$ cat src/rtl/spi_mram_pkg.sv
// spi_mram_pkg: shared FSM states, info-byte layout and frame constants for the SPI MRAM master.
package spi_mram_pkg;
  typedef enum logic [2:0] {ST_IDLE, ST_SETUP, ST_SHIFT, ST_GAP, ST_END, ST_COOLDOWN} state_e;
  localparam logic RW_WRITE = 1'b1;
  localparam int RWS_HI = 7;
  localparam int RWS_LO = 5;
  localparam int LEN_HI = 4;
  localparam int LEN_LO = 1;
  localparam int BEN_BIT = 0;
  localparam int ADDR_BYTES = 3;
  localparam int WORD_BYTES = 2;
  function automatic logic [7:0] info_byte(input logic rw, input logic [3:0] len, input logic ben);
    info_byte = '0;
    info_byte[RWS_HI:RWS_LO] = {2'b00, rw};
    info_byte[LEN_HI:LEN_LO] = len;
    info_byte[BEN_BIT] = ben;
  endfunction
endpackage

$ cat src/rtl/spi_mram_master_shifter.sv
// spi_bit_shifter: mode-0 SCLK divider that shifts one byte out MSB first and collects MISO bits LSB first.
module spi_bit_shifter #(
  parameter int CLK_DIV = 4
) (
  input  logic       clk_i,
  input  logic       rst_ni,
  input  logic       load_i,
  input  logic [7:0] tx_i,
  input  logic       miso_i,
  output logic       sclk_o,
  output logic       mosi_o,
  output logic       last_o,
  output logic [7:0] rx_o,
  output logic       rx_done_o
);
  localparam int DW = $clog2(CLK_DIV);
  logic          act_q, sclk_q, mosi_q, rxd_q;
  logic [2:0]    bit_q;
  logic [DW-1:0] div_q;
  logic [7:0]    sh_q, rx_q;
  logic          half_end;
  assign half_end  = act_q && div_q == DW'(CLK_DIV - 1);
  assign last_o    = half_end && sclk_q && bit_q == 3'd7;
  assign sclk_o    = sclk_q;
  assign mosi_o    = mosi_q;
  assign rx_o      = rx_q;
  assign rx_done_o = rxd_q;
  // first arrival ends up in rx_q[0] after eight right shifts
  always_ff @(posedge clk_i or negedge rst_ni)
    if (!rst_ni) begin
      act_q  <= 1'b0;
      sclk_q <= 1'b0;
      mosi_q <= 1'b0;
      rxd_q  <= 1'b0;
      bit_q  <= '0;
      div_q  <= '0;
      sh_q   <= '0;
      rx_q   <= '0;
    end else begin
      rxd_q <= 1'b0;
      if (load_i) begin
        act_q  <= 1'b1;
        sclk_q <= 1'b0;
        div_q  <= '0;
        bit_q  <= '0;
        mosi_q <= tx_i[7];
        sh_q   <= {tx_i[6:0], 1'b0};
      end else if (act_q) begin
        div_q <= half_end ? '0 : div_q + 1'b1;
        if (half_end && !sclk_q) begin
          sclk_q <= 1'b1;
          rx_q   <= {miso_i, rx_q[7:1]};
          rxd_q  <= bit_q == 3'd7;
        end
        if (half_end && sclk_q) begin
          sclk_q <= 1'b0;
          bit_q  <= bit_q + 3'd1;
          mosi_q <= bit_q == 3'd7 ? 1'b0 : sh_q[7];
          sh_q   <= {sh_q[6:0], 1'b0};
          act_q  <= bit_q != 3'd7;
        end
      end
    end
endmodule

$ cat src/rtl/spi_mram_master.sv
// spi_mram_master: sequences info, address and data bytes of one SSEL-low MRAM frame over SPI mode 0.
module spi_mram_master
  import spi_mram_pkg::*;
#(
  parameter int CLK_DIV    = 4,
  parameter int GAP_CYCLES = 32,
  parameter int SS_IDLE    = 32
) (
  input  logic        FPGA_clk,
  input  logic        FPGA_rst_n,
  input  logic        start,
  input  logic        rw,
  input  logic        burst_en,
  input  logic [3:0]  burst_len,
  input  logic [19:0] addr,
  input  logic [15:0] wdata,
  output logic        wdata_take,
  output logic [15:0] rdata,
  output logic        rdata_valid,
  output logic        busy,
  output logic        done,
  output logic        SCLK,
  output logic        SSEL,
  output logic        MOSI,
  input  logic        MISO
);
  localparam int CW = $clog2(GAP_CYCLES > SS_IDLE ? GAP_CYCLES : SS_IDLE) + 1;
  localparam logic [5:0] DATA0 = 6'(1 + ADDR_BYTES);
  state_e      state_q, state_d;
  logic [CW-1:0] cnt_q, cnt_d;
  logic [5:0]  byte_q, byte_d;
  logic [3:0]  word_q, word_d, len_q, len_d, n_words;
  logic        rw_q, rw_d, ben_q, ben_d;
  logic [19:0] addr_q, addr_d;
  logic [15:0] wdata_q, wdata_d, rdata_q, rdata_d;
  logic [7:0]  rlo_q, rlo_d, tx, rx;
  logic        rvalid_q, rvalid_d, done_q, done_d, ssel_q, ssel_d;
  logic        load, shift_last, rx_done, gap_last, data_byte;
  spi_bit_shifter #(.CLK_DIV(CLK_DIV)) u_shifter (
    .clk_i    (FPGA_clk),
    .rst_ni   (FPGA_rst_n),
    .load_i   (load),
    .tx_i     (tx),
    .miso_i   (MISO),
    .sclk_o   (SCLK),
    .mosi_o   (MOSI),
    .last_o   (shift_last),
    .rx_o     (rx),
    .rx_done_o(rx_done)
  );
  assign n_words     = (ben_q && len_q > 4'd1) ? len_q : 4'd1;
  assign gap_last    = cnt_q == CW'(GAP_CYCLES - 1);
  assign data_byte   = byte_q >= DATA0;
  assign busy        = state_q != ST_IDLE;
  assign done        = done_q;
  assign SSEL        = ssel_q;
  assign rdata       = rdata_q;
  assign rdata_valid = rvalid_q;
  // byte_q is the index of the byte about to be loaded; even data bytes are word low halves
  assign tx = byte_q == 6'd0 ? info_byte(rw_q, len_q, ben_q) :
              byte_q == 6'd1 ? addr_q[7:0] :
              byte_q == 6'd2 ? addr_q[15:8] :
              byte_q == 6'd3 ? {4'h0, addr_q[19:16]} :
              rw_q != RW_WRITE ? 8'h00 :
              byte_q[0] ? wdata_q[15:8] :
              word_q == 4'd0 ? wdata_q[7:0] : wdata[7:0];
  always_comb begin
    state_d    = state_q;
    cnt_d      = cnt_q;
    byte_d     = byte_q;
    word_d     = word_q;
    rw_d       = rw_q;
    ben_d      = ben_q;
    len_d      = len_q;
    addr_d     = addr_q;
    wdata_d    = wdata_q;
    rdata_d    = rdata_q;
    rlo_d      = rlo_q;
    rvalid_d   = 1'b0;
    done_d     = 1'b0;
    ssel_d     = ssel_q;
    load       = 1'b0;
    wdata_take = 1'b0;
    case (state_q)
      ST_IDLE: if (start) begin
        state_d = ST_SETUP;
        cnt_d   = '0;
        byte_d  = '0;
        word_d  = '0;
        rw_d    = rw;
        ben_d   = burst_en;
        len_d   = burst_len;
        addr_d  = addr;
        ssel_d  = 1'b0;
        if (rw == RW_WRITE) begin
          wdata_d    = wdata;
          wdata_take = 1'b1;
        end
      end
      ST_SETUP: begin
        cnt_d = cnt_q + 1'b1;
        if (gap_last) begin
          state_d = ST_SHIFT;
          cnt_d   = '0;
          load    = 1'b1;
        end
      end
      ST_SHIFT: if (shift_last) begin
        state_d = ST_GAP;
        byte_d  = byte_q + 6'd1;
        if (data_byte && byte_q[0]) word_d = word_q + 4'd1;
      end
      ST_GAP: begin
        cnt_d = cnt_q + 1'b1;
        if (gap_last) begin
          cnt_d = '0;
          if (word_q == n_words) begin
            state_d = ST_END;
            ssel_d  = 1'b1;
            done_d  = 1'b1;
          end else begin
            state_d = ST_SHIFT;
            load    = 1'b1;
          end
        end
      end
      ST_END: begin
        state_d = ST_COOLDOWN;
        cnt_d   = '0;
      end
      ST_COOLDOWN: begin
        cnt_d = cnt_q + 1'b1;
        if (cnt_q == CW'(SS_IDLE - 1)) state_d = ST_IDLE;
      end
      default: state_d = ST_IDLE;
    endcase
    if (load && rw_q == RW_WRITE && data_byte && !byte_q[0] && word_q != 4'd0) begin
      wdata_take = 1'b1;
      wdata_d    = wdata;
    end
    if (rx_done && state_q == ST_SHIFT && rw_q != RW_WRITE && data_byte) begin
      rlo_d    = byte_q[0] ? rlo_q : rx;
      rdata_d  = byte_q[0] ? {rx, rlo_q} : rdata_q;
      rvalid_d = byte_q[0];
    end
  end
  always_ff @(posedge FPGA_clk or negedge FPGA_rst_n)
    if (!FPGA_rst_n) begin
      state_q  <= ST_IDLE;
      cnt_q    <= '0;
      byte_q   <= '0;
      word_q   <= '0;
      rw_q     <= 1'b0;
      ben_q    <= 1'b0;
      len_q    <= '0;
      addr_q   <= '0;
      wdata_q  <= '0;
      rdata_q  <= '0;
      rlo_q    <= '0;
      rvalid_q <= 1'b0;
      done_q   <= 1'b0;
      ssel_q   <= 1'b1;
    end else begin
      state_q  <= state_d;
      cnt_q    <= cnt_d;
      byte_q   <= byte_d;
      word_q   <= word_d;
      rw_q     <= rw_d;
      ben_q    <= ben_d;
      len_q    <= len_d;
      addr_q   <= addr_d;
      wdata_q  <= wdata_d;
      rdata_q  <= rdata_d;
      rlo_q    <= rlo_d;
      rvalid_q <= rvalid_d;
      done_q   <= done_d;
      ssel_q   <= ssel_d;
    end
endmodule

$ cat config.mk
export PLATFORM = sky130hd
export DESIGN_NAME = spi_mram_master
export DESIGN_NICKNAME = d
export VERILOG_FILES = /design/src/rtl/spi_mram_pkg.sv /design/src/rtl/spi_mram_master_shifter.sv /design/src/rtl/spi_mram_master.sv
export SDC_FILE = /design/constraint.sdc
export NUM_CORES = 1
export LEC_CHECK = 0
export BUFFER_PORTS_ARGS = -buffer_cell sky130_fd_sc_hd__buf_2
export CORE_AREA = 4 4 109 111
export DETAILED_ROUTE_END_ITERATION = 6
export DIE_AREA = 0 0 113 115
export HOLD_SLACK_MARGIN = 0.06
export PLACE_DENSITY_LB_ADDON = 0.25
export SYNTH_ARGS = -nofsm -noshare
export SYNTH_HDL_FRONTEND = slang
export SYNTH_HIERARCHICAL = 1
export SYNTH_SLANG_ARGS = --single-unit
$ cat constraint.sdc
create_clock -name FPGA_clk -period 2.8 [get_ports FPGA_clk]
set_clock_uncertainty 0.2 [all_clocks]
set_input_delay 0.28 -clock FPGA_clk [delete_from_list [all_inputs] [get_ports FPGA_clk]]
set_output_delay 0.28 -clock FPGA_clk [all_outputs]
set_load 0.02 [all_outputs]
==> results of run 1 <==
[final cells by class]
type,instances,area [µm²]
Fill cell,877,4170
Sequential cell,112,2800
Multi-Input combinational cell,318,2410
Timing Repair Buffer,135,987
Tap cell,140,175
Clock buffer,9,124
Clock inverter,7,73.8
Inverter,12,45.0
[sequential cells by signal, indices dropped and copies added (netlist names), 6 cells and up]
register        count
byte_q              6
rlo_q               8
addr_q             20
wdata_q            16
cnt_q               6
u_shifter/sh_q      7
rdata              16
u_shifter/rx_o      8
[cells in the final DEF (no fill, tap or decap), drive strengths merged, types with 4 or more instances in the layout]
cell and n:
buf 91, nand4 5, xnor2 6, dlygate4sd3 44
o21ai 34, mux2i 19, o22ai 6, inv 14
nor3 4, nand2 46, clkinv 5, a22o 6
o221ai 4, a211oi 5, a21oi 18, nor2b 7
nor2 28, or3 4, ha 10, mux2 71
and3 5, clkbuf 9, nand2b 5, dfrtp 111
nand3 8
[critical path: stages (launching register included)]
cell and delay (ns):
dfrtp_1 0.41, ha_4 0.16, nand4_1 0.11, or3_4 0.35, or4_4 0.44, a21oi_4 0.18
buf_12 0.12, buf_4 0.27, mux2_2 0.38
[layer usage]
layer / part of all wire [%] / wire length (µm) / track usage [%] / vias up
met4: 2.1 / 250 / 6.09 / 0
met2: 47 / 5590 / 31.1 / 89
li1: - / - / - / 1897
met1: 47 / 5610 / 26.5 / 1985
met3: 3.9 / 460 / 4.32 / 20
met5: 0 / 0 / 0 / -
[cell families (layout without fill, tap and decap cells)]
logic type,Yosys count,in the layout,synth area share [%]
simple gates,125,125,11.7
flops,112,112,52.1
mux,90,90,19.0
compound gates,85,85,10.2
buf+inv,37,163,3.39
fa+ha+maj,10,10,2.32
xor+xnor,8,8,1.30
[how the worst min path moves through the flow]
stage,from,endpoint,slack [ns],cells after the start
after global routing,start,state_q[0]$_DFFE_PN0P_,0.13,3
after CTS,start,state_q[0]$_DFFE_PN0P_,0.1,3
after detailed placement,FPGA_rst_n,u_shifter/bit_q[0]$_DFFE_PN0P_,0.17,1
final,start,state_q[0]$_DFFE_PN0P_,0.11,3
after global placement,FPGA_rst_n,wdata_q[14]$_DFFE_PN0P_,0.17,1
after floorplan,FPGA_rst_n,addr_q[0]$_DFFE_PN0P_,-0.22,0
[power by group]
group	leakage (nW)	internal, W	switching, W	total, W
registers	1.42	0.00215	0.000438	0.00258
clock network	0.101	0.000352	0.000599	0.000951
logic	1.60	0.000855	0.000732	0.00159
total	3.13	0.00335	0.00177	0.00512
[timing repair]
item | CTS | global route
pin swaps | 4 | 2
gates resized for setup | 2 | 2
hold buffers | 44 | 0
endpoints found under the hold margin | 92 | 0
cloned | 0 | 0
endpoints found under the setup margin | 1 | 17
setup buffers | 4 | 1
[through the flow]
stage               area (µm²)  TNS [ns]
detailed placement        5930         0
CTS                       6600         0
global placement          5930         0
finish                    6620         0
floorplan                 5380         0
global route              6620    -0.130
==> impl_metrics.json, run 1 <==
{
  "relSlewSlack_pct": 49.9,
  "synth_common_cells": "dfrtp_1 (111), mux2_2 (62), nand2_1 (45)",
  "cts_tree": "yes",
  "setup_viol": 0,
  "synthFlopType": "dfrtp_1",
  "finalPower_w": 0.00512,
  "core_area_um2": 10800,
  "hold_class": "in -> reg",
  "end_kind": "flop",
  "r2r-end": "wdata_q[1]$_DFFE_PN0P_",
  "synth_most_common_cell": "dfrtp_1",
  "ant_nets": 0,
  "rr_startpoint": "cnt_q[1]$_DFFE_PN0P_",
  "synth.top_cell.area_share_pct": 51.6,
  "worst_ep_arrival_time_ns": 2.81,
  "ir_worst_vdd_uv": 420,
  "drt-initial-drc-count": 254,
  "syn2layout_area_growth_pct": 23.0,
  "rr_worst_depth": 8,
  "synth_top_cell_by_area": "dfrtp_1",
  "grt_antenna_before_repair": 0,
  "die_y_um": 115,
  "cts_root_buf": "clkbuf_8",
  "hold_ws_ns": 0.113,
  "layout_min_cycle_time_ns": 2.74,
  "vias_per_cell": 5.44,
  "synthCells": 467,
  "nNetsFinal": 644,
  "synth_cell_types": 54,
  "drive_gt1_share_pct": 32.4,
  "powerDensity_nw_per_um2": 773,
  "synthesis.nets": 523,
  "post-route-period-util_pct": 98.0,
  "initial_core_util_pct": 49.9,
  "gr-total-overflow": 0,
  "ios": 69,
  "die_w_um": 113,
  "cellLeakagePower_nw": 3.13,
  "numCtsBuffers": 9,
  "wl_per_cell_um": 16.2,
  "diodes": 0,
  "wl_um": 11900,
  "yosysWarnings": 6,
  "numPortBuffers": 68,
  "grt_usage_pct": 19.4,
  "post-place-ws_ns": 0.137,
  "clkTransAtPathRegs_ns": 0.11,
  "clock_sinks": 112,
  "syn-mean-instance-area_um2": 11.5,
  "synth-seq-cells": 112,
  "critPathLaunch": "cnt_q[1]$_DFFE_PN0P_",
  "setup.worst_path.end": "wdata_q[1]$_DFFE_PN0P_",
  "ys_async_sr_fraction_pct": 100,
  "crit_type": "reg -> reg",
  "grt_max_degree": 52,
  "final_cells": 733,
  "postLayoutCoreUtil_pct": 61.4,
  "rows": 38,
  "fmax_mhz": 365,
  "synth_edf_count": 0,
  "drv_cap": 0,
  "start_kind": "flop",
  "netlist_area_um2": 5380,
  "drv_slew": 0,
  "clk-insertion-delay-late_ns": 0.38,
  "status": "complete, no violations",
  "worstPathRequired_ns": 2.87,
  "r2r_slack_ns": 0.06,
  "ys_top_cells_by_area": "dfrtp_1 (52%), mux2_2 (13%), mux2i_1 (3.5%)",
  "grt_pass1_vias": 4095,
  "synth-seq-area-share_pct": 52.1,
  "path_max_fanout": 16,
  "rsz0062_at_grt": "true",
  "cts.htree.levels": 3,
  "dr.pass1.iters": 4,
  "tightest_slew_ns": 0.751,
  "clock_path_buffers": 2,
  "finalHoldViolCount": 0,
  "place_inst": 668,
  "die_area_um2": 13000,
  "dp_hpwl_um": 8030,
  "grt_pass1_wl_um": 20000,
  "timing.final.ws_setup_ns": 0.0573,
  "num_vias": 3991,
  "drc": 0,
  "place.gp.congestion": 0.803
}
Note: power is estimated with default switching activity, not from simulation.
==> run 2, diff against run 1 <==
Settings changed: CORE_AREA 4 4 109 111 to 4 4 130 94, DIE_AREA 0 0 113 115 to 0 0 134 98.
==> run 2 against run 1 <==
Sequential cell count unchanged. Register-to-register slack about the same. Global-route usage rose by 0.14 points. Total power up 8.5%. Combinational power up 6%.
==> impl_metrics.json, run 2 (same netlist as run 1, synthesis figures left out) <==
{
  "ios": 69,
  "layout_common_cells": "dfrtp_1 (110), buf_2 (66), mux2_2 (62), nand2_1 (45), dlygate4sd3_1 (44)",
  "drt-initial-drc-count": 301,
  "core_area_um2": 10900,
  "finalHoldViolCount": 0,
  "largest_register_ffs": 20,
  "cts_root_buf": "clkbuf_16",
  "post-route-period-util_pct": 98.5,
  "numPortBuffers": 68,
  "grt_max_degree": 56,
  "seq_area_um2": 2810,
  "clock_sinks": 112,
  "rows": 32,
  "worst_ep_arrival_time_ns": 2.28,
  "layout_min_cycle_time_ns": 2.76,
  "cts.htree.levels": 3,
  "num_vias": 4045,
  "worstPathRequired_ns": 2.32,
  "r2r-end": "wdata_q[4]$_DFFE_PN0P_",
  "powerDensity_nw_per_um2": 818,
  "dr.pass1.iters": 5,
  "end_kind": "output port",
  "vias_per_cell": 5.38,
  "grt_usage_pct": 19.5,
  "numCtsBuffers": 9,
  "nNetsFinal": 650,
  "postLayoutCoreUtil_pct": 62.1,
  "post-place-ws_ns": 0.148,
  "path_max_fanout": 4,
  "place.gp.congestion": 0.867,
  "gr-total-overflow": 0,
  "rr_startpoint": "cnt_q[1]$_DFFE_PN0P_",
  "cts_tree": "yes",
  "drc": 0,
  "grt_pass1_vias": 4162,
  "layout_commonest_cell": "dfrtp_1",
  "wl_um": 12100,
  "crit_type": "reg -> out",
  "drv_slew": 0,
  "drive_gt1_share_pct": 33.2,
  "regMostFlops": "addr_q",
  "hold_class": "in -> reg",
  "die_area_um2": 13100,
  "hp-start": "start",
  "fmax_mhz": 362,
  "diodes": 0,
  "dp_hpwl_um": 8440,
  "finalPower_w": 0.00556,
  "critPathLaunch": "cnt_q[1]$_DFFE_PN0P_",
  "die_y_um": 98,
  "grt_pass1_wl_um": 20700,
  "syn2layout_area_growth_pct": 26.2,
  "timing.final.ws_setup_ns": 0.0407,
  "drv_cap": 0,
  "initial_core_util_pct": 49.2,
  "rr_worst_depth": 8,
  "tightest_slew_ns": 0.726,
  "setup_viol": 0,
  "clock_path_buffers": 2,
  "status": "complete, no violations",
  "relSlewSlack_pct": 51.6,
  "fillers": 892,
  "die_w_um": 134,
  "setup.worst_path.end": "wdata_take",
  "rsz0062_at_grt": "true",
  "grt_antenna_before_repair": 0,
  "ant_nets": 0,
  "r2r_slack_ns": 0.07,
  "multi_input_area_um2": 2400,
  "clkTransAtPathRegs_ns": 0.08,
  "start_kind": "flop",
  "cellLeakagePower_nw": 3.21,
  "wl_per_cell_um": 16.1,
  "ir_worst_vdd_uv": 333,
  "clk-insertion-delay-late_ns": 0.35
}
[run 2: cell types whose count changed in the layout (fill, tap and decap cells not counted), sizes merged]
cell,change
bufinv,+1
clkinv,-2
clkinvlp,+1
buf,+6
[run 2: worst min-delay path by stage]
stage / endpoint / slack (ns) / cells after the start
after floorplan: addr_q[0]$_DFFE_PN0P_ / -0.22 / 0
after global placement: addr_q[17]$_DFFE_PN0P_ / 0.18 / 1
after detailed placement: addr_q[9]$_DFFE_PN0P_ / 0.19 / 1
after CTS: state_q[0]$_DFFE_PN0P_ / 0.16 / 3
after global routing: state_q[0]$_DFFE_PN0P_ / 0.17 / 3
final: state_q[0]$_DFFE_PN0P_ / 0.17 / 3
[run 2: worst max-delay path: stages (launching register included)]
cell     delay (ns)
dfrtp_1        0.36
ha_2           0.18
nand4_1        0.11
or3_4          0.37
or4_4          0.53
a21oi_4        0.16
buf_12         0.12
buf_6          0.10
[run 2: area by class of cell]
class | instances | share of cell area, %
clock inverters | 7 | 1.29
flip-flops and latches | 112 | 41.3
clock buffers | 9 | 3.32
well taps | 153 | 2.82
inverters | 12 | 0.663
multi-input cells | 318 | 35.4
repair buffers | 141 | 15.2
[run 2: stage by stage]
| stage | instances | instance area (µm²) | hold slack [ns] | setup TNS, ns |
|---|---|---|---|---|
| floorplan | 467 | 5380 | -0.216 | 0 |
| global route | 752 | 6790 | 0.167 | -0.0937 |
| global placement | 687 | 5990 | 0.182 | 0 |
| detailed placement | 687 | 5990 | 0.189 | 0 |
| finish | 752 | 6790 | 0.169 | 0 |
| CTS | 751 | 6780 | 0.159 | 0 |
[run 2: timing repair]
| action | in CTS | in global routing |
|---|---|---|
| hold buffers | 44 | 0 |
| setup endpoints to repair | 1 | 7 |
| gates resized for setup | 3 | 1 |
| pin swaps | 2 | 0 |
| buffers inserted | 4 | 1 |
| endpoints found under the hold margin | 94 | 0 |
| cloned | 0 | 0 |
[run 2: layer usage]
layer  part of all wire (%)  track usage (%)  vias to the layer above
met5                      0                0                        -
met4                    1.4             5.14                        0
met3                    5.9             5.05                       16
met2                     46             30.1                      111
met1                     47             27.7                     1999
li1                       -                -                     1919
[run 2: report_power, final]
group / internal [W] / switching [W]
Sequential: 0.00215 / 0.000392
Combinational: 0.000876 / 0.000803
Clock: 0.000714 / 0.000625
